--- config.mk ---
export PLATFORM = sky130hd
export DESIGN_NAME = load_store_unit
export DESIGN_NICKNAME = d
export VERILOG_FILES = /design/src/rtl/load_store_unit.sv
export SDC_FILE = /design/constraint.sdc
export NUM_CORES = 1
export LEC_CHECK = 0
export BUFFER_PORTS_ARGS = -buffer_cell sky130_fd_sc_hd__buf_2
export CAP_MARGIN = 20
export CORE_ASPECT_RATIO = 0.7
export CORE_MARGIN = 5
export CORE_UTILIZATION = 45
export DETAILED_ROUTE_END_ITERATION = 8
export HOLD_SLACK_MARGIN = 0.03
export PLACE_DENSITY_LB_ADDON = 0.08
export RECOVER_POWER = 25
export SKIP_CTS_REPAIR_TIMING = 1
export SYNTH_ARGS = -nofsm -noshare
export SYNTH_HDL_FRONTEND = slang
export SYNTH_SLANG_ARGS = --single-unit
--- constraint.sdc ---
create_clock -name clk -period 2.1 [get_ports clk]
set_input_delay 0.105 -clock clk [delete_from_list [all_inputs] [get_ports clk]]
set_output_delay 0.105 -clock clk [all_outputs]
set_load 0.01 [all_outputs]
--- src/rtl/load_store_unit.sv ---
`default_nettype none
// ============================================================================
// Module   : load_store_unit
// Purpose  : Sequences LOAD/STORE/PUSH/POP requests onto a 256x8 synchronous
//            RAM, captures registered read data, and owns the stack pointer.
// Revision : 1.0 - initial release
// ============================================================================
module load_store_unit #(
    parameter logic [7:0] SP_RESET    = 8'hFF,
    parameter logic [7:0] STACK_LIMIT = 8'hC0
) (
    input  logic       clk,
    input  logic       rst_n,
    input  logic       req_valid,
    output logic       req_ready,
    input  logic [2:0] req_op,
    input  logic [7:0] req_addr,
    input  logic [7:0] req_wdata,
    output logic       resp_valid,
    output logic       resp_err,
    output logic [7:0] resp_rdata,
    output logic [7:0] sp,
    output logic [7:0] mem_address,
    output logic       mem_write_enable,
    output logic [7:0] mem_data_in,
    input  logic [7:0] mem_data_out
);

    localparam logic [2:0] OP_LOAD  = 3'b000;
    localparam logic [2:0] OP_STORE = 3'b001;
    localparam logic [2:0] OP_PUSH  = 3'b010;
    localparam logic [2:0] OP_POP   = 3'b011;

    // Stack is full once the pointer sits just below the lowest legal slot.
    localparam logic [7:0] SP_FULL  = STACK_LIMIT - 8'd1;

    typedef enum logic [1:0] {
        IDLE = 2'd0,
        WR   = 2'd1,
        RD   = 2'd2,
        CAP  = 2'd3
    } state_t;

    state_t     state, state_nx;
    logic       stack_op, stack_op_nx;   // in-flight op adjusts sp on completion
    logic [7:0] sp_nx;
    logic [7:0] addr_nx;
    logic [7:0] wdata_nx;
    logic       we_nx;
    logic       rv_nx;
    logic       rerr_nx;
    logic [7:0] rdata_nx;

    assign req_ready = (state == IDLE);

    // State and all registered outputs; async reset forces write enable low at once.
    always_ff @(posedge clk or negedge rst_n) begin
        if (!rst_n) begin
            state            <= IDLE;
            stack_op         <= 1'b0;
            sp               <= SP_RESET;
            mem_address      <= 8'h00;
            mem_data_in      <= 8'h00;
            mem_write_enable <= 1'b0;
            resp_valid       <= 1'b0;
            resp_err         <= 1'b0;
            resp_rdata       <= 8'h00;
        end else begin
            state            <= state_nx;
            stack_op         <= stack_op_nx;
            sp               <= sp_nx;
            mem_address      <= addr_nx;
            mem_data_in      <= wdata_nx;
            mem_write_enable <= we_nx;
            resp_valid       <= rv_nx;
            resp_err         <= rerr_nx;
            resp_rdata       <= rdata_nx;
        end
    end

    // Next-state and next-output decode; address/data hold when not updated.
    always_comb begin
        state_nx    = state;
        stack_op_nx = stack_op;
        sp_nx       = sp;
        addr_nx     = mem_address;
        wdata_nx    = mem_data_in;
        we_nx       = 1'b0;
        rv_nx       = 1'b0;
        rerr_nx     = 1'b0;
        rdata_nx    = resp_rdata;

        case (state)
            IDLE: begin
                if (req_valid) begin
                    case (req_op)
                        OP_LOAD: begin
                            addr_nx     = req_addr;
                            stack_op_nx = 1'b0;
                            state_nx    = RD;
                        end
                        OP_STORE: begin
                            addr_nx     = req_addr;
                            wdata_nx    = req_wdata;
                            we_nx       = 1'b1;
                            stack_op_nx = 1'b0;
                            state_nx    = WR;
                        end
                        OP_PUSH: begin
                            if (sp == SP_FULL) begin
                                rv_nx   = 1'b1;
                                rerr_nx = 1'b1;
                            end else begin
                                addr_nx     = sp;
                                wdata_nx    = req_wdata;
                                we_nx       = 1'b1;
                                stack_op_nx = 1'b1;
                                state_nx    = WR;
                            end
                        end
                        OP_POP: begin
                            if (sp == SP_RESET) begin
                                rv_nx   = 1'b1;
                                rerr_nx = 1'b1;
                            end else begin
                                addr_nx     = sp + 8'd1;
                                stack_op_nx = 1'b1;
                                state_nx    = RD;
                            end
                        end
                        default: begin
                            rv_nx   = 1'b1;
                            rerr_nx = 1'b1;
                        end
                    endcase
                end
            end
            WR: begin
                // RAM commits the write at this edge; acknowledge and retire.
                rv_nx    = 1'b1;
                state_nx = IDLE;
                if (stack_op) begin
                    sp_nx = sp - 8'd1;
                end
            end
            RD: begin
                // RAM registers the read data at this edge.
                state_nx = CAP;
            end
            CAP: begin
                rdata_nx = mem_data_out;
                rv_nx    = 1'b1;
                state_nx = IDLE;
                if (stack_op) begin
                    sp_nx = sp + 8'd1;
                end
            end
            default: begin
                state_nx = IDLE;
            end
        endcase
    end

endmodule
`default_nettype wire

* Yosys cells after proc, flatten, opt, wreduce, memory -nomap -nowiden *
Cells that the tools add are included.

storage, ports and cells
  bits in registers = 38
  bits of input ports = 30
  output and inout bits = 36
  word-level logic and storage cells = 64

operators by class
  add/subtract/negate cells = 2
  eq/ne operators = 16
  muxes and demuxes = 26
  reductions and logical operators = 11

operators by type and width
  cell                                                                      number
  8-bit two-way mux                                                         5
  8-bit one-hot mux with 2 select lines                                     2
  8-bit one-hot mux with 3 select lines                                     1
  8-bit equality test (second input constant)                               2
  2-bit inequality test (second input constant)                             5
  1-bit two-way mux                                                         9
  8-bit by 1-bit adder with 8-bit output (second input constant)            1
  2-bit one-hot mux with 4 select lines                                     1
  4-bit AND reduction                                                       2
  8-bit by 1-bit subtractor with 8-bit output (second input constant)       1
  3-bit by 2-bit equality test with 1-bit output (second input constant)    2
  2-bit two-way mux                                                         3
  3-bit inequality test (second input constant)                             2
  1-bit one-hot mux with 3 select lines                                     2
  2-bit one-hot mux with 3 select lines                                     1
  5-bit by 1-bit inequality test with 1-bit output (second input constant)  1
  5-bit AND reduction                                                       1
  2-bit equality test (second input constant)                               2
  1-bit one-hot mux with 2 select lines                                     2
  2-bit nonzero test                                                        2
  2-bit OR reduction                                                        2
  3-bit by 1-bit equality test with 1-bit output (second input constant)    1
  3-bit zero test                                                           1
  3-bit AND reduction                                                       1
  other kinds (3)                                                           3

* Longest topological paths before layout *
Gate-level depths: netlist of run 1.

  word-level depth = 5
  gate-level depth with buffers = 6
  mapped depth without buffers = 6

* Worst setup path before layout of run 1 *
No wires, ideal clock.

  path type = reg-to-reg
  start point = register sp[0]
  end point = register mem_data_in[0]
  library setup time = 125 ps
  data arrival time = 1929 ps
  data required time = 1975 ps
  slack = 46 ps
  cell stages (with the launch flop) = 7
  buffers on the path = 1
  period minus slack after synthesis = 2054 ps
  path through = dfstp_2 -> ha_1 -> nand4_4 -> o41ai_2 -> nand2b_1 -> buf_6 -> mux2_4

between the ends
  cells in the longest elaborated chain, start to end = 3

ends and longest elaborated chain
  what                                    RTL line  text
  start, declared                         22        output logic [7:0] sp,
  start signal, assigned                  71        sp <= sp_nx;
  8-bit equality test                     110       if (sp == SP_FULL) begin
  2-bit inequality test (no source line)  --
  4-bit AND reduction (no source line)    --
  end signal, assigned                    73        mem_data_in <= wdata_nx;
  end, declared                           25        output logic [7:0] mem_data_in,

Every way passes these cells.
A chain may end at the register's enable or synchronous reset.

* Final worst setup path of run 1 *
  start point = register sp[0]
  end point = register mem_data_in[2]

The elaborated chain is that of the path after synthesis.

==> flow_summary.ini, run 1 <==
[synth]
synth_seq_area_share_pct = 48.0
netlist_instances = 197
postSynthAreaPerCell_um2 = 10.2
synth_compound_area_share_pct = 12.5
yosysWarnings = 0
synth_xor_area_share_pct = 5.69
synth_edf_count = 0
yosys_register_bits = 38
synth_top_family_by_area = simple AND/OR/NAND/NOR gates
synth_top_flop_cell = dfrtp_1
synthAdderAreaFrac_pct = 1.25
yosys.area_share.simple_pct = 19.1
syn_area_um2 = 2000
syn_nets = 229
ys_types = 40
async_reset_ff_share_pct = 100
muxShareOfSynthArea_pct = 8.50

[routing]
wirelength_um = 4950
avgViaCountPerCell = 5.12
ant_nets = 0
drcViolationCount = 0
wire_per_inst_um = 14.7
drt-initial-drc-count = 57
num_vias = 1727
drtPass1Iterations = 4

[worst_setup_path]
rrSetupSlack_ps = 140
crit_path_top_delay_cell = dfstp_2
critPathMaxFanout = 9
cp_cell_sequence = ha_1 > nand4_4 > o41ai_4 > nand2b_1 > buf_12 > mux2_4
worstPathRequired_ps = 2290
crit_type = reg -> reg
endpoint_kind = flip-flop
critPathArrivalTime_ps = 2150
crit_path_start_kind = flip-flop
cp_slowest_stage_delay_ps = 540
crit_buf_inv = 1
crit_family = flip-flops

[timing]
whs_ps = 88.8
worst_pin_slew_ps = 951
maxSlewViolCount = 0
max_slew_margin_pct = 36.6
fin_crit_sh_pct = 93.4
hold_viol_final = 0
skew_ps = 6.14
fmax_ghz = 0.510
finalSetupViolCount = 0
fin_setup_tns_ps = 0
min_period_ps = 1960
rsz0062_at_grt = false

[grt]
antenna_found_initial = 0
grt_usage_pct = 16.9
grt_pass1_vias = 1658
grt_pass1_wl_um = 8050
grt_max_degree = 39
overflow = 0

[power_and_ir_drop]
ir_drop_uv = 677
powerDensity_nw_per_um2 = 1400
p_leak_nw = 1.22

[placed_design]
hpwlAfterDp_um = 3460
place.gp.congestion = 0.786
portBuffers = 65

[clocking]
clock_path_buffers = 2
htree_levels = 2
cts_buffers = 5
tritoncts_num_sinks = 38
cts_tree = yes
cts_root_buffer = clkbuf_8
clk_pin_slew_worst_paths_ps = 80
clock_latency_ps = 300

[die]
fp.coreArea_um2 = 4330
die_w_um = 89.7
pin_count = 66
initial_core_util_pct = 46.2
rows = 20
die_h_um = 65.8
die_area_um2 = 5900

[finish]
final_cell_mix = nand2_1 (42), buf_2 (37), dfrtp_1 (30)
nNetsFinal = 313
drive_gt1_share_pct = 27.0
final_common_cell = nand2_1
n_antenna_cell = 0
syn2layout_area_growth_pct = 33.6

[hold_path]
hp-class = in -> reg

[run]
max_cap_viol_count = 0

[status]
status = completed
## cells in the mapped netlist, types with 2 or more instances
cell / count / area (um^2)
nor4_1: 3 / 18.8
mux2i_1: 5 / 50.1
buf_2: 4 / 20.0
clkbuf_1: 3 / 11.3
o31a_1: 2 / 17.5
or4_1: 2 / 15.0
dfrtp_1: 30 / 751
inv_1: 5 / 18.8
xnor2_1: 9 / 78.8
nand3_1: 2 / 10.0
o31ai_1: 3 / 22.5
buf_4: 3 / 22.5
nand4_1: 3 / 18.8
o211ai_1: 2 / 15.0
mux2_4: 8 / 120
or3_1: 2 / 12.5
nor2_1: 7 / 26.3
o21ai_1: 2 / 10.0
ha_1: 2 / 25.0
and2_1: 2 / 12.5
nor3_1: 5 / 25.0
nand2_1: 42 / 158
o21ai_0: 15 / 75.1
xor2_1: 4 / 35.0
dfstp_2: 8 / 210
a21oi_1: 6 / 30.0
buf_6: 2 / 22.5
nand2b_1: 4 / 25.0
## cells by family (layout without fill, tap and decap cells)
family / after synthesis / in the layout
buffers and inverters: 18 / 103
adder cells (fa/ha/maj): 2 / 2
AND/OR/NAND/NOR: 77 / 77
multiplexers: 13 / 13
XOR/XNOR: 13 / 13
AO/OA/AOI/OAI: 36 / 36
flip-flops: 38 / 38
## report_power, final
part / internal, mW / switching, mW / total (mW)
clock network: 0.476 / 0.275 / 0.751
logic: 0.679 / 0.806 / 1.49
registers: 1.13 / 0.362 / 1.49
total: 2.29 / 1.44 / 3.73
## final timing paths
kind | from | endpoint | cells after the start
min in group asynchronous | rst_n | resp_rdata[0] | 2
hold / removal | req_addr[0] | mem_address[0] | 3
hold reg to reg | resp_rdata[6] | resp_rdata[6] | 2
max in group asynchronous | rst_n | resp_rdata[7] | 2
setup reg to reg | sp[0] | mem_data_in[2] | 6
setup / recovery | sp[0] | mem_data_in[2] | 6
## registers in the layout, summed over array words and instances, names as in the netlist
name / cells
mem_address: 8
mem_data_in: 8
mem_write_enable: 1
resp_err: 1
resp_rdata: 8
resp_valid: 1
sp: 8
stack_op: 1
state: 2
## layout make-up
cell class | instances | area (um^2)
Inverter | 5 | 18.8
Clock buffer | 5 | 68.8
Multi-Input combinational cell | 141 | 953
Timing Repair Buffer | 90 | 534
Fill cell | 404 | 1660
Clock inverter | 3 | 68.8
Sequential cell | 38 | 961
Tap cell | 55 | 68.8
## per-layer routing
metal | global-route usage [%] | up-vias | wire length [um]
li1 | - | 849 | -
met1 | 23.3 | 828 | 2450
met2 | 25.6 | 46 | 2160
met3 | 5.35 | 4 | 302
met4 | 4.91 | 0 | 37
met5 | 0 | - | 0
## worst reg2reg max path, cell delays in order (launching register included)
cell	delay, ps
dfstp_2	540
ha_1	220
nand4_4	140
o41ai_4	320
nand2b_1	200
buf_12	150
mux2_4	300
## stage by stage
step / instance area, um^2 / setup WS [ps] / std cells / total power [mW] / utilization (%)
after floorplan: 2000 / 45.8 / 197 / 2.43 / -
after global placement: 2390 / 197 / 312 / 3.00 / 55.2
after detailed placement: 2390 / 162 / 312 / 3.02 / 55.2
after CTS: 2530 / 136 / 320 / 3.79 / 58.4
after global routing: 2670 / 12.9 / 337 / 4.04 / 61.8
final: 2670 / 140 / 337 / 3.73 / 61.8
(Power assumes the default switching activity.)
==> run 2, diff against run 1 <==
HOLD_SLACK_MARGIN = 0.12   (was 0.03)
==> flow_summary.ini, run 2 (synthesized netlist as in run 1, its figures left out) <==
[die]
rows = 20
die_w_um = 89.7
initial_core_util_pct = 46.2
die_h_um = 65.8
pin_count = 66
die_area_um2 = 5900
fp.coreArea_um2 = 4330

[finish]
n_antenna_cell = 0
final_common_cell = nand2_1
nNetsFinal = 314
drive_gt1_share_pct = 26.9
syn2layout_area_growth_pct = 34.1
final_cell_mix = nand2_1 (42), buf_2 (37), dfrtp_1 (30)

[status]
status = completed

[placed_design]
hpwlAfterDp_um = 3460
place.gp.congestion = 0.786
portBuffers = 65

[power_and_ir_drop]
power_mw = 3.73
powerDensity_nw_per_um2 = 1390
p_leak_nw = 1.23
ir_drop_uv = 676

[timing]
max_slew_margin_pct = 36.3
finalSetupViolCount = 0
rsz0062_at_grt = false
fin_setup_tns_ps = 0
min_period_ps = 1960
fmax_ghz = 0.510
maxSlewViolCount = 0
worst_pin_slew_ps = 956
fin_crit_sh_pct = 93.4
hold_viol_final = 0
skew_ps = 4.75

[hold_path]
holdCritStartpoint = req_addr[0]
hp-class = in -> reg
holdPathEnd = mem_address[0]
whs_path_depth = 3

[grt]
use_met1_pct = 23.3
grt_usage_pct = 16.9
met2_usage_pct = 25.6
overflow = 0
grt_max_degree = 39
use_met3_pct = 5.35
busiest_layer = met2
antenna_found_initial = 0
grt_pass1_wl_um = 8050
grt_pass1_vias = 1658

[clocking]
tritoncts_num_sinks = 38
cts_tree = yes
clock_path_buffers = 2
cts_buffers = 5
clock_latency_ps = 290
cts_root_buffer = clkbuf_8
htree_levels = 2
clk_pin_slew_worst_paths_ps = 80

[worst_setup_path]
crit_cells = 6
endpoint_kind = flip-flop
crit_path_start_kind = flip-flop
critPathArrivalTime_ps = 2150
crit_buf_inv = 1
timing.rr.end = mem_data_in[2]
r2r-start = sp[0]
critPathMaxFanout = 9
crit_path_top_delay_cell = dfstp_2
worstPathRequired_ps = 2290
critPathLaunch = sp[0]
cp_cell_sequence = ha_1 > nand4_4 > o41ai_4 > nand2b_1 > buf_12 > mux2_4
crit_family = flip-flops
cp_slowest_stage_delay_ps = 540
rr_worst_depth = 6
crit_type = reg -> reg
rrSetupSlack_ps = 140

[routing]
drt-initial-drc-count = 47
drtPass1Iterations = 4
ant_nets = 0
wirelength_um = 4950
avgViaCountPerCell = 5.10
num_vias = 1723
wire_per_inst_um = 14.6
drcViolationCount = 0

[run]
max_cap_viol_count = 0
-- run 2: worst max-delay path by stage --
stage	slack [ps]	endpoint
after floorplan	50	mem_data_in[0]
after global placement	200	mem_data_in[6]
after detailed placement	160	mem_data_in[4]
after CTS	140	mem_data_in[2]
after global routing	10	mem_data_in[1]
final	140	mem_data_in[2]
-- run 2: report_power, final --
part           switching (mW)  internal, mW
registers               0.362          1.13
logic                   0.805         0.680
clock network           0.274         0.476
total                    1.44          2.29
-- run 2: worst reg2reg max path, cell delays in order, from the launching register on --
cell and delay, ps:
dfstp_2 540, ha_1 220, nand4_4 140, o41ai_4 320, nand2b_1 200, buf_12 150, mux2_4 300
-- run 2: metrics by stage --
step	area, um^2	hold WS [ps]	std cells	utilization [%]	setup slack [ps]
after floorplan	2000	-191	197	-	45.8
after global placement	2390	265	312	55.2	197
after detailed placement	2390	272	312	55.2	162
after CTS	2530	-57.9	320	58.4	136
after global routing	2680	123	338	62.0	12.9
final	2680	88.6	338	62.0	139
-- run 2: cell type report --
| cell class | count | area, um^2 |
|---|---|---|
| clock inverter | 3 | 68.8 |
| inverter | 5 | 18.8 |
| multi-input combinational | 141 | 953 |
| fill | 403 | 1650 |
| timing repair buffer | 91 | 544 |
| sequential | 38 | 961 |
| tap | 55 | 68.8 |
| clock buffer | 5 | 68.8 |
-- run 2: layer usage --
metal,vias to the layer above,wire [um]
met5,-,0
met4,0,37
met3,4,287
met2,45,2160
met1,824,2470
li1,850,-
==> run 3, diff against run 2 <==
MAX_ROUTING_LAYER = met4   (was unset)
==> flow_summary.ini, run 3 (synthesized netlist as in run 1, its figures left out) <==
[finish]
drive_gt1_share_pct = 26.9
nNetsFinal = 314
final_cell_mix = nand2_1 (42), buf_2 (37), dfrtp_1 (30)
final_common_cell = nand2_1
n_antenna_cell = 0
syn2layout_area_growth_pct = 34.1

[power_and_ir_drop]
ir_drop_uv = 677
p_leak_nw = 1.23
powerDensity_nw_per_um2 = 1390
power_mw = 3.73

[clocking]
tritoncts_num_sinks = 38
cts_buffers = 5
clk_pin_slew_worst_paths_ps = 80
cts_root_buffer = clkbuf_8
clock_path_buffers = 2
htree_levels = 2
cts_tree = yes
clock_latency_ps = 290

[worst_setup_path]
critPathArrivalTime_ps = 2150
critPathLaunch = sp[0]
crit_path_top_delay_cell = dfstp_2
worstPathRequired_ps = 2280
crit_type = reg -> reg
endpoint_kind = flip-flop
crit_family = flip-flops
r2r-start = sp[0]
crit_path_start_kind = flip-flop
cp_slowest_stage_delay_ps = 540
crit_buf_inv = 1
critPathMaxFanout = 9
cp_cell_sequence = ha_1 > nand4_4 > o41ai_4 > nand2b_1 > buf_12 > mux2_4

[timing]
min_period_ps = 1960
fin_setup_tns_ps = 0
fmax_ghz = 0.510
hold_viol_final = 0
whs_ps = 90.6
fin_crit_sh_pct = 93.5
rsz0062_at_grt = false
maxSlewViolCount = 0
finalSetupViolCount = 0
max_slew_margin_pct = 36.5
skew_ps = 4.71
worst_pin_slew_ps = 953

[run]
max_cap_viol_count = 0

[grt]
grt_max_degree = 39
antenna_found_initial = 0
grt_usage_pct = 17.3
overflow = 0
grt_pass1_wl_um = 8050
grt_pass1_vias = 1655

[routing]
drt-initial-drc-count = 41
drtPass1Iterations = 4
wire_per_inst_um = 14.6
drcViolationCount = 0
ant_nets = 0
avgViaCountPerCell = 5.15
num_vias = 1741
wirelength_um = 4950

[die]
rows = 20
die_area_um2 = 5900
fp.coreArea_um2 = 4330
die_w_um = 89.7
pin_count = 66
die_h_um = 65.8
initial_core_util_pct = 46.2

[placed_design]
place.gp.congestion = 0.796
hpwlAfterDp_um = 3460
portBuffers = 65

[hold_path]
holdCritStartpoint = req_addr[0]
hp-class = in -> reg

[status]
status = completed
-- run 3: cell counts in the layout (fill, tap and decap cells not counted) --
No cell type changed its count.
-- run 3: layout make-up --
| cell class | count | area, um^2 |
|---|---|---|
| fill | 403 | 1650 |
| timing repair buffer | 91 | 544 |
| tap | 55 | 68.8 |
| sequential | 38 | 961 |
| inverter | 5 | 18.8 |
| multi-input combinational | 141 | 953 |
| clock buffer | 5 | 68.8 |
| clock inverter | 3 | 68.8 |
-- run 3: per-stage QoR --
step / utilization (%) / setup WS (ps) / area, um^2 / std cells
2_1_floorplan: - / 45.8 / 2000 / 197
3_3_place_gp: 55.2 / 197 / 2390 / 312
3_5_place_dp: 55.2 / 162 / 2390 / 312
4_1_cts: 58.4 / 136 / 2530 / 320
5_1_grt: 62.0 / 13.1 / 2680 / 338
6_report: 62.0 / 137 / 2680 / 338
-- run 3: tightest hold or removal path, stage by stage --
cell	delay [ps]
buf_2	70
a21oi_1	40
o21ai_0	120
-- run 3: worst paths after layout --
kind                             endpoint  slack (ps)  depth (start not counted)
min in group asynchronous  mem_address[0]         500                          2
max in group asynchronous   resp_rdata[7]        1020                          2
max                        mem_data_in[2]         140                          6
min reg2reg                 resp_rdata[0]         480                          2
max reg2reg                mem_data_in[2]         140                          6
min                        mem_address[0]          90                          3
-- run 3: routing by layer --
layer  routed length, um  vias to the layer above  global-route usage, %
li1                    -                      851                      -
met1                2460                      839                   23.4
met2                2180                       49                   25.6
met3                 289                        2                   4.44
met4                  13                        0                   5.47
met5                   0                        -                      -
-- run 3: power breakdown --
group	total (mW)	internal (mW)	switching, mW
Sequential	1.50	1.13	0.364
Clock	0.748	0.476	0.272
Combinational	1.49	0.680	0.807
Total	3.73	2.29	1.44
